## config.mk

```make
export PLATFORM = sky130hd
export DESIGN_NAME = led_pattern_gen
export DESIGN_NICKNAME = d
export VERILOG_FILES = /design/src/rtl/led_pattern_pkg.sv /design/src/rtl/led_channel.sv /design/src/rtl/led_pattern_gen.sv
export SDC_FILE = /design/constraint.sdc
export NUM_CORES = 1
export LEC_CHECK = 0
export BUFFER_PORTS_ARGS = -buffer_cell sky130_fd_sc_hd__buf_2
export CAP_MARGIN = 20
export CORE_UTILIZATION = 40
export DETAILED_ROUTE_END_ITERATION = 8
export PLACE_DENSITY_LB_ADDON = 0.12
export SETUP_SLACK_MARGIN = 0.15
export SLEW_MARGIN = 20
export SYNTH_ARGS = -nofsm -noshare
export SYNTH_HDL_FRONTEND = slang
export SYNTH_SLANG_ARGS = --single-unit
```

## constraint.sdc

```tcl
create_clock -name clk -period 2.5 [get_ports clk]
set_input_delay 0.5 -clock clk [delete_from_list [all_inputs] [get_ports clk]]
set_output_delay 0.5 -clock clk [all_outputs]
set_load 0.005 [all_outputs]
```

## src/rtl/led_pattern_pkg.sv

```systemverilog
// Shared types and helpers for the multi-channel LED pattern generator.
package led_pattern_pkg;

  typedef enum logic [1:0] {
    MODE_OFF     = 2'd0,
    MODE_ON      = 2'd1,
    MODE_BLINK   = 2'd2,
    MODE_BREATHE = 2'd3
  } mode_e;

  // Binary-weighted reset divider: 2^ch-1, saturating to all-ones once ch >= div_bits.
  function automatic int unsigned default_div(input int unsigned ch, input int unsigned div_bits);
    if (div_bits >= 32) return '1;
    if (ch >= div_bits) return (32'd1 << div_bits) - 32'd1;
    return (32'd1 << ch) - 32'd1;
  endfunction

endpackage

```

## src/rtl/led_channel.sv

```systemverilog
// One LED channel: holds mode, divider, phase counter and breathing duty state.
module led_channel
  import led_pattern_pkg::*;
#(
  parameter int unsigned DIV_BITS = 6,
  parameter int unsigned PWM_BITS = 4,
  parameter mode_e       RST_MODE = MODE_BLINK,
  parameter int unsigned RST_DIV  = 0
) (
  input  logic                clk,
  input  logic                rst_n,
  input  logic                tick,
  input  logic [PWM_BITS-1:0] pwm_cnt,
  input  logic                load,
  input  mode_e               load_mode,
  input  logic [DIV_BITS-1:0] load_div,
  output logic                led
);

  mode_e               mode;
  logic [DIV_BITS-1:0] div;
  logic [DIV_BITS-1:0] cnt;
  logic [PWM_BITS-1:0] duty;
  logic                dir_down;

  // A load takes priority over a coincident tick, so the tick is dropped for this channel.
  always_ff @(posedge clk) begin
    if (!rst_n) begin
      mode     <= RST_MODE;
      div      <= DIV_BITS'(RST_DIV);
      cnt      <= '0;
      duty     <= '0;
      dir_down <= 1'b0;
      led      <= 1'b0;
    end else if (load) begin
      mode     <= load_mode;
      div      <= load_div;
      cnt      <= '0;
      duty     <= '0;
      dir_down <= 1'b0;
      led      <= 1'b0;
    end else begin
      case (mode)
        MODE_OFF: led <= 1'b0;
        MODE_ON:  led <= 1'b1;
        MODE_BLINK: begin
          if (tick) begin
            if (cnt == div) begin
              cnt <= '0;
              led <= ~led;
            end else begin
              cnt <= cnt + 1'b1;
            end
          end
        end
        MODE_BREATHE: begin
          led <= (pwm_cnt < duty);
          if (tick) begin
            if (cnt == div) begin
              cnt <= '0;
              // Turn around at the rails instead of wrapping.
              if (!dir_down) begin
                if (duty == '1) begin
                  dir_down <= 1'b1;
                  duty     <= duty - 1'b1;
                end else begin
                  duty <= duty + 1'b1;
                end
              end else begin
                if (duty == '0) begin
                  dir_down <= 1'b0;
                  duty     <= duty + 1'b1;
                end else begin
                  duty <= duty - 1'b1;
                end
              end
            end else begin
              cnt <= cnt + 1'b1;
            end
          end
        end
        default: led <= 1'b0;
      endcase
    end
  end

endmodule

```

## src/rtl/led_pattern_gen.sv

```systemverilog
// Multi-channel LED pattern generator: shared prescaler/PWM timebase feeding per-channel pattern state.
module led_pattern_gen
  import led_pattern_pkg::*;
#(
  parameter int unsigned NUM_LEDS      = 4,
  parameter int unsigned PRESCALE_BITS = 3,
  parameter int unsigned DIV_BITS      = 6,
  parameter int unsigned PWM_BITS      = 4,
  parameter mode_e       RESET_MODE    = MODE_BLINK,
  // May be widened beyond the minimum so out-of-range channels can be addressed.
  parameter int unsigned CH_BITS       = (NUM_LEDS > 1) ? $clog2(NUM_LEDS) : 1
) (
  input  logic                clk,
  input  logic                rst_n,
  input  logic                cfg_valid,
  output logic                cfg_ready,
  input  logic [CH_BITS-1:0]  cfg_ch,
  input  logic [1:0]          cfg_mode,
  input  logic [DIV_BITS-1:0] cfg_div,
  output logic                cfg_err,
  output logic                tick,
  output logic [NUM_LEDS-1:0] led
);

  logic [PRESCALE_BITS-1:0] pre;
  logic [PWM_BITS-1:0]      pwm_cnt;
  logic                     accept;
  logic                     ch_valid;
  logic [NUM_LEDS-1:0]      load;

  assign tick     = (pre == '1);
  assign accept   = cfg_valid && cfg_ready;
  assign ch_valid = (32'(cfg_ch) < NUM_LEDS);

  always_ff @(posedge clk) begin
    if (!rst_n) begin
      pre       <= '0;
      pwm_cnt   <= '0;
      cfg_ready <= 1'b0;
      cfg_err   <= 1'b0;
    end else begin
      pre       <= pre + 1'b1;
      pwm_cnt   <= pwm_cnt + 1'b1;
      cfg_ready <= 1'b1;
      cfg_err   <= accept && !ch_valid;
    end
  end

  always_comb begin
    load = '0;
    for (int unsigned c = 0; c < NUM_LEDS; c++) begin
      if (accept && (32'(cfg_ch) == c)) load[c] = 1'b1;
    end
  end

  for (genvar c = 0; c < NUM_LEDS; c++) begin : g_ch
    led_channel #(
      .DIV_BITS (DIV_BITS),
      .PWM_BITS (PWM_BITS),
      .RST_MODE (RESET_MODE),
      .RST_DIV  (default_div(c, DIV_BITS))
    ) u_channel (
      .clk       (clk),
      .rst_n     (rst_n),
      .tick      (tick),
      .pwm_cnt   (pwm_cnt),
      .load      (load[c]),
      .load_mode (mode_e'(cfg_mode)),
      .load_div  (cfg_div),
      .led       (led[c])
    );
  end

endmodule

```

==> results.toml, run 1 <==
[die]
start_util_pct = 41.2
fp.dieH_um = 111
pin_count = 20
rows = 39
die_w_um = 111
core-area_mm2 = 0.0115
fp.dieArea_mm2 = 0.0123

[yosys]
synth-seq-area-share_pct = 37.1
synthMuxAreaShare_pct = 2.21
synth_edf_count = 0
yosys_warnings = 0
ys_ff_latch = 88
synth-simple-area-share_pct = 24.4
syn_area_mm2 = 0.00475
synth-compound-area-share_pct = 14.2
yosysTopAreaCellShare_pct = 37.1
synth_xor_area_share_pct = 9.59
synth_fa_ha_area_share_pct = 8.17
synth.distinct_cells = 51
synthCells = 574
syn_nets = 618
synth_area_leader_cell = "dfxtp_1"
postSynthAreaPerCell_um2 = 8.27
synth_top_flop_cell = "dfxtp_1"
synth_top_family_by_area = "simple AND/OR/NAND/NOR gates"
netlist_top_cells_area = "dfxtp_1 (37%), nand2_1 (8.5%), ha_1 (8.2%)"
ys_async_sr_fraction_pct = 0

[sta]
fmax_mhz = 478
maxSlewViolCount = 0
period_minus_slack_ps = 2090
relSlewSlack_pct = 66.0
finalSetupViolCount = 0
grt_setup_unrepaired = "no"
hold_viol_final = 0
finalClockSkew_ps = 5.82
finalCritPeriodShare_pct = 83.8
worstMarginPinSlew_ps = 508
whs_ps = 428
tns_ps = 0

[setup_path]
cp.required_ps = 2770
cp_top_family = "simple AND/OR/NAND/NOR gates"
arrival_ps = 2360
cp-end-kind = "flip-flop"
cpPeakStageDelay_ps = 680
crit_fanout = 9
cp-start-kind = "flip-flop"
path_cells = "ha_1 -> ha_1 -> nand2_1 -> or4_1 -> or2_1 -> a21oi_2"
cp_common_cell = "ha_1"
crit_slowest_cell = "or4_1"
path_class = "reg2reg"
critPathBufInv = 0

[route]
vias = 3758
post_drt_via_cell_ratio = 5.09
met1_length_mm = 5.27
drc_errors = 0
wl_met3_um = 258
highest-signal-layer = "met4"
antenna_left = 0
wirelength_mm = 10.2
wl_per_cell_um = 13.8
drtIter0Drc = 196
dr.pass1.iters = 4
dr_wl_met2_mm = 4.53

[power_and_ir_drop]
leakagePower_uw = 0.00201
ir_worst_vdd_uv = 345
pwr_density_cell_mw_per_mm2 = 581
p_total_uw = 3080

[cells_and_area]
antenna_cells = 0
postLayoutCoreUtil_pct = 46.0
final_cell_mix = "nand2_1 (108), dfxtp_1 (88), nor2_1 (49), ha_1 (31)"
fin_area_mm2 = 0.00529
layout-drive-gt1-share_pct = 8.91
area_growth_pct = 11.5
fin_nets = 634
final_common_cell = "nand2_1"

[clock_network]
clockBufferDepth = 2
cts_tree = "yes"
cts_sinks = 88
clk_latency_ps = 340
cts_made_buffers = 9
cts_resized = 0
path_clk_slew_ps = 60
cts_hold_buffers = 0
cts_setup_buffers = 0
cts_root_buffer = "clkbuf_16"
h-tree-depth = 3

[placed_design]
numPortBuffers = 18
post_dp_cell_area_mm2 = 0.00496
hpwl_mm = 7.62
place_congestion = 0.756

[global_routing]
grtUsageTotal_pct = 17.9
grt_pass1_wl_mm = 17.6
grt_antenna_before_repair = 0
grt_max_degree = 19
grt_overflow = 0
grt_pass1_vias = 3641

[job]
maxCapViolations = 0

[outcome]
status = "finished, final reports clean"

[hold_path]
hold_class = "reg2reg"
[worst reg2reg max path, delay by kind of cell, from the launching register on]
family	cells	cell delay [ps]
fa+ha+maj	2	430
simple gates	3	1130
compound gates	1	120
flops	1	340
[synthesized netlist by cell type (all sizes together), types with 2 or more instances]
master / count
nand2: 108
mux2i: 6
a21boi: 22
nor3: 9
ha: 31
nand2b: 12
o21ai: 12
a211oi: 18
nor2: 49
nor4: 5
nor2b: 6
dfxtp: 88
clkbuf: 11
xor2: 25
mux2: 2
or2: 4
a21o: 3
a21oi: 26
o21bai: 4
buf: 8
o32ai: 2
inv: 27
xnor2: 27
nand4: 13
and2: 9
nand3: 26
a2bb2oi: 4
[final cells by class]
class / count / area [um2]
fill: 1155 / 6220
multi-input combinational: 439 / 2780
sequential: 88 / 1760
clock buffer: 10 / 239
tap: 143 / 179
timing repair buffer: 24 / 135
inverter: 28 / 105
clock inverter: 6 / 91.3
[registers in the layout, summed over array words and instances, names as in the netlist]
register,cells
g_ch.u_channel.cnt,24
g_ch.u_channel.div,24
g_ch.u_channel.duty,16
g_ch.u_channel.mode,8
g_ch.u_channel.dir_down,4
g_ch.u_channel.led,4
pwm_cnt,4
pre,3
cfg_ready,1
[final timing paths]
| kind | startpoint | endpoint | slack (ps) | cells past startpoint |
|---|---|---|---|---|
| setup / recovery | pre[0] | g_ch[3].u_channel.dir_down | 410 | 6 |
| hold / removal | pre[0] | pre[0] | 430 | 1 |
| setup reg to reg | pre[0] | g_ch[3].u_channel.dir_down | 410 | 6 |
| hold reg to reg | pre[0] | pre[0] | 430 | 1 |
[kinds of logic (layout without fill, tap and decap cells)]
family	after synthesis	after routing
buffers and inverters	47	68
xor gates and xnor gates	52	52
AOI/OAI and AO/OA	100	100
adders and majority gates	31	31
DFF	88	88
and+or+nand+nor	246	246
muxes	9	9
other	1	1
[routing by layer]
metal | GRT usage (%) | up-vias
li1 | - | 1972
met1 | 24.6 | 1739
met2 | 27.9 | 39
met3 | 3.61 | 8
met4 | 6.03 | 0
met5 | 0 | -
[power breakdown]
part           leakage [uW]  internal, uW  switching, uW
combinational       0.00115          67.6           93.2
sequential         0.000712          1430           27.5
clock              0.000151           906            558
[through the flow]
step                      worst slack (ps)  std cells
after floorplan                        686        574
after global placement                 526        722
after detailed placement               444        722
after CTS                              427        738
after global routing                   251        738
final                                  406        738
Note: power is estimated with default switching activity, not from simulation.
==> run 2: changes to the inputs <==
Settings changed: ABC_AREA set to 1.
Clock period 2.5 ns to 1.7 ns, I/O delays scaled along.
==> results.toml, run 2 <==
[setup_path]
critPathBufInv = 2
cp_top_family = "flip-flops"
cp-start-kind = "flip-flop"
r2r_setup_slack_ps = 140
arrival_ps = 1270
path_cells = "ha_4 -> ha_4 -> buf_6 -> buf_6"
cp-end-kind = "output pin"
rr_startpoint = "pre[0]"
path_class = "reg2out"
cp.required_ps = 1360
crit_fanout = 4
rr_worst_depth = 9
crit_slowest_cell = "dfxtp_2"
r2r-end = "g_ch[3].u_channel.cnt[4]"
cpPeakStageDelay_ps = 340

[yosys]
synth_area_leader_cell = "dfxtp_1"
synth_xor_area_share_pct = 4.16
synth-seq-area-share_pct = 34.9
yosys-top-cells-count = "nand2_1 (203), inv_1 (112), nor2_1 (91), dfxtp_1 (88), a21oi_1 (53)"
synthCells = 761
syn_area_mm2 = 0.00505
postSynthAreaPerCell_um2 = 6.64
netlist_top_cells_area = "dfxtp_1 (35%), nand2_1 (15%), inv_1 (8.3%)"
synthMuxAreaShare_pct = 0
ys_ff_latch = 88
synth_edf_count = 0
syn_nets = 805
yosys_warnings = 0
ys_async_sr_fraction_pct = 0
synth.distinct_cells = 28
synth_fa_ha_area_share_pct = 7.68
synth_top_family_by_area = "simple AND/OR/NAND/NOR gates"
synth-compound-area-share_pct = 9.83
yosysTopAreaCellShare_pct = 34.9
synthMostInstantiatedCell = "nand2_1"
synth_top_flop_cell = "dfxtp_1"
synth-simple-area-share_pct = 32.6

[cells_and_area]
fillers = 1217
area_growth_pct = 18.4
fin_area_mm2 = 0.00598
fin_nets = 843
final_cell_count_no_fill = 971
reg_top3 = "g_ch.u_channel.cnt x24, g_ch.u_channel.div x24, g_ch.u_channel.duty x16"
layout-drive-gt1-share_pct = 14.6
final_cell_mix = "nand2_1 (196), inv_1 (104), nor2_1 (79), dfxtp_1 (79), a21oi_1 (53)"
antenna_cells = 0
final_common_cell = "nand2_1"

[placed_design]
post-place-ws_ps = -47.6
hpwl_mm = 8.81
post_dp_cell_area_mm2 = 0.00540
dp_cells = 951
place_congestion = 0.803
numPortBuffers = 18

[sta]
layout_setup_ws_ps = 91.0
grt_setup_unrepaired = "yes"
finalCritPeriodShare_pct = 94.6
period_minus_slack_ps = 1610
finalClockSkew_ps = 9.92
tns_ps = 0
finalSetupViolCount = 0
fmax_mhz = 622
hold_viol_final = 0
maxSlewViolCount = 0

[route]
highest-signal-layer = "met4"
met1_length_mm = 5.94
antenna_left = 0
dr.pass1.iters = 4
drtIter0Drc = 225
wl_per_cell_um = 12.2
post_drt_via_cell_ratio = 4.80
vias = 4659
wirelength_mm = 11.8
drc_errors = 0
dr_wl_met2_mm = 5.25
wl_met3_um = 368

[clock_network]
cts_hold_buffers = 0
cts_root_buffer = "clkbuf_16"
cts_sinks = 88
h-tree-depth = 3
cts_made_buffers = 9
clk_latency_ps = 350
cts_tree = "yes"
path_clk_slew_ps = 70
clockBufferDepth = 2

[die]
core-area_mm2 = 0.0122
pin_count = 20
start_util_pct = 41.6
die_w_um = 114
rows = 40
fp.dieH_um = 114
fp.dieArea_mm2 = 0.0131

[power_and_ir_drop]
leakagePower_uw = 0.00283
p_total_uw = 4810
pwr_density_cell_mw_per_mm2 = 803
ir_worst_vdd_uv = 421

[global_routing]
grt_pass1_wl_mm = 19.9
grt_pass1_vias = 4359
grtUsageTotal_pct = 19.4
grt_antenna_before_repair = 0
grt_max_degree = 34
grt_overflow = 0

[hold_path]
hold_class = "in2reg"
hp-start = "cfg_div[1]"
whs_path_depth = 3
whs_endpoint = "g_ch[2].u_channel.div[1]"

[outcome]
status = "finished, final reports clean"

[job]
maxCapViolations = 0
run 2: cell families (layout without fill, tap and decap cells):
family                     after synthesis  in the layout
buffers and inverters                  135            177
adders and majority gates               31             31
DFF                                     88             88
other                                    1              1
xor gates and xnor gates                24             24
AOI/OAI and AO/OA                       96             96
and+or+nand+nor                        386            386
run 2: worst reg2reg max path, cell delays in order (launching register included):
cell	delay [ps]
dfxtp_2	350
ha_4	140
ha_4	180
buf_6	140
nand2_4	70
inv_4	80
nand2_4	60
nor3_4	180
xor2_1	80
nor3_1	180
run 2: final cells by class:
cell class	count	area, um2	share of cell area, %
clock buffers	12	246	4.12
clock inverters	3	90.1	1.51
inverters	121	462	7.72
multi-input cells	538	2930	48.9
flip-flops and latches	88	1770	29.6
well taps	168	210	3.51
repair buffers	41	277	4.62
run 2: stage by stage:
step	util (%)	hold slack, ps
floorplan	-	368
detailed placement	44.4	420
global placement	44.4	404
finish	49.2	287
CTS	47.7	279
global route	49.2	312
run 2: layer usage:
| layer | GRT usage, % | vias to the layer above |
|---|---|---|
| met5 | 0 | - |
| met3 | 2.59 | 16 |
| met4 | 7.97 | 0 |
| li1 | - | 2481 |
| met2 | 31.2 | 61 |
| met1 | 26.3 | 2101 |
run 2: power by group:
part	internal (uW)	switching (uW)	total (uW)
sequential	2110	38.9	2150
combinational	134	233	367
clock	1470	818	2290
run 2: worst max-delay path by stage:
stage / from / end / depth (start not counted) / slack (ps)
after floorplan: pre[0] / g_ch[1].u_channel.dir_down / 7 / 130
after global placement: pre[0] / g_ch[0].u_channel.cnt[5] / 10 / 30
after detailed placement: pre[0] / g_ch[1].u_channel.dir_down / 8 / -50
after CTS: pre[0] / tick / 4 / 110
after global routing: pre[0] / g_ch[3].u_channel.cnt[4] / 9 / 10
final: pre[0] / tick / 4 / 90
run 2: repair_timing:
action	4_1_cts	5_1_grt
buffers inserted	0	5
pin swaps	5	19
setup endpoints to repair	36	43
gates resized for setup	17	49
gates cloned	0	0
==> run 3: changes to the inputs <==
Settings changed: ABC_AREA 1 to not set, CELL_PAD_IN_SITES_DETAIL_PLACEMENT set to 0, CELL_PAD_IN_SITES_GLOBAL_PLACEMENT set to 1, PLACE_DENSITY set to 0.69, PLACE_DENSITY_LB_ADDON 0.12 to not set.
==> results.toml, run 3 (synthesized netlist as in run 1, its figures left out) <==
[global_routing]
grt_antenna_before_repair = 0
grt_overflow = 0
grtUsageTotal_pct = 19.3
grtUsageMet3_pct = 2.68
grt_busiest_layer = "met2"
grt_pass1_vias = 3933
grt_pass1_wl_mm = 19.0
grt_use_met2_pct = 31.4
use_met1_pct = 25.4
grt_max_degree = 19

[clock_network]
cts_root_buffer = "clkbuf_16"
h-tree-depth = 3
clockBufferDepth = 2
cts_made_buffers = 9
cts_tree = "yes"
cts_sinks = 88
clk_latency_ps = 340
cts_hold_buffers = 0
path_clk_slew_ps = 70

[outcome]
status = "finished with violations"
violations = "DRC"

[route]
wirelength_mm = 11.2
drc_errors = 2
post_drt_via_cell_ratio = 5.16
wl_per_cell_um = 14.2
drtIter0Drc = 200
dr.pass1.iters = 6
vias = 4066
antenna_left = 0

[setup_path]
cp-start-kind = "flip-flop"
cp-end-kind = "flip-flop"
path_class = "reg2reg"
arrival_ps = 1940
cp.required_ps = 1960
crit_fanout = 7

[die]
fp.dieH_um = 111
rows = 39
start_util_pct = 41.2
core-area_mm2 = 0.0115
pin_count = 20
die_w_um = 111
fp.dieArea_mm2 = 0.0123

[cells_and_area]
reg_top3 = "g_ch.u_channel.cnt x24, g_ch.u_channel.div x24, g_ch.u_channel.duty x16"
fillers = 1094
area_growth_pct = 27.6
layout-drive-gt1-share_pct = 25.7
final_cell_count_no_fill = 788
antenna_cells = 0
seqCellArea_mm2 = 0.00179
fin_nets = 684
multiInputGateArea_mm2 = 0.00304
final_cell_mix = "nand2_1 (102), dfxtp_1 (67), nor2_1 (47), buf_4 (46), ha_1 (28)"
final_common_cell = "nand2_1"

[sta]
relSlewSlack_pct = 64.1
finalClockSkew_ps = 5.68
grt_setup_unrepaired = "yes"
worstMarginPinSlew_ps = 537
maxSlewViolCount = 0
fmax_mhz = 596
finalSetupViolCount = 0
finalCritPeriodShare_pct = 98.6
hold_viol_final = 0
period_minus_slack_ps = 1680

[power_and_ir_drop]
ir_worst_vdd_uv = 465
power_frac_clock_pct = 50.1
p_seq_share_pct = 43.8
p_total_uw = 4880
pwr-share-comb_pct = 6.1
switching_share_pct = 21.7
cell_internal_pwr_uw = 3820
pwr_density_cell_mw_per_mm2 = 805
switchingPower_uw = 1060
leakagePower_uw = 0.00239

[placed_design]
place_congestion = 0.779
hpwl_mm = 7.99
numPortBuffers = 18
dp_cells = 755

[job]
maxCapViolations = 0

[hold_path]
hold_class = "in2reg"
run 3: worst max-delay path, stage by stage (launching register included):
cell,delay [ps]
dfxtp_2,360
ha_4,130
ha_4,160
buf_12,120
and2_4,140
and4_1,210
buf_6,150
buf_6,100
nor2_4,30
a211oi_2,190
run 3: what timing repair did:
item                       4_1_cts  5_1_grt
pin swaps                       21       31
setup endpoints to repair       40       43
gates cloned                     2        0
buffers inserted                 9        6
gates resized for setup         28       43
run 3: layer usage:
layer  share of wire [%]  vias up  wire length, um
li1                    -     2090                -
met4                 2.2        0              242
met5                   0        -                0
met3                 2.3       17              256
met2                  47       47             5220
met1                  49     1912             5450
run 3: final timing paths:
kind / startpoint / end / slack, ps / cells past startpoint
hold / removal: cfg_div[1] / g_ch[3].u_channel.div[1] / 280 / 3
setup reg to reg: pre[0] / g_ch[0].u_channel.duty[2] / 20 / 9
hold reg to reg: pre[0] / pre[0] / 440 / 1
setup / recovery: pre[0] / g_ch[0].u_channel.duty[2] / 20 / 9
run 3: stage by stage:
step	utilization [%]	setup TNS (ps)	setup WS, ps	area (um2)	hold WS (ps)
after floorplan	-	0	1.37	4820	368
after global placement	45.8	0	18.9	5280	413
after detailed placement	45.8	-1.86	-1.86	5280	432
after CTS	50.8	0	27.6	5850	281
after global routing	52.6	-288	-53.0	6060	301
final	52.6	0	23.0	6060	280
run 3: power by group through the flow:
| stage | clock, uW | combinational (uW) | sequential, uW |
|---|---|---|---|
| 2_1_floorplan | 0 | 169 | 2170 |
| 3_3_place_gp | 0 | 266 | 2190 |
| 3_5_place_dp | 0 | 270 | 2190 |
| 4_1_cts | 2490 | 287 | 2140 |
| 5_1_grt | 2560 | 332 | 2140 |
| 6_report | 2450 | 296 | 2140 |
run 3: area by class of cell:
class                           instances  share of cell area [%]
Multi-Input combinational cell        440                    50.2
Clock inverter                          7                    2.37
Sequential cell                        88                    29.6
Timing Repair Buffer                   73                    9.49
Inverter                               28                    1.73
Tap cell                              143                    2.95
Clock buffer                            9                    3.72
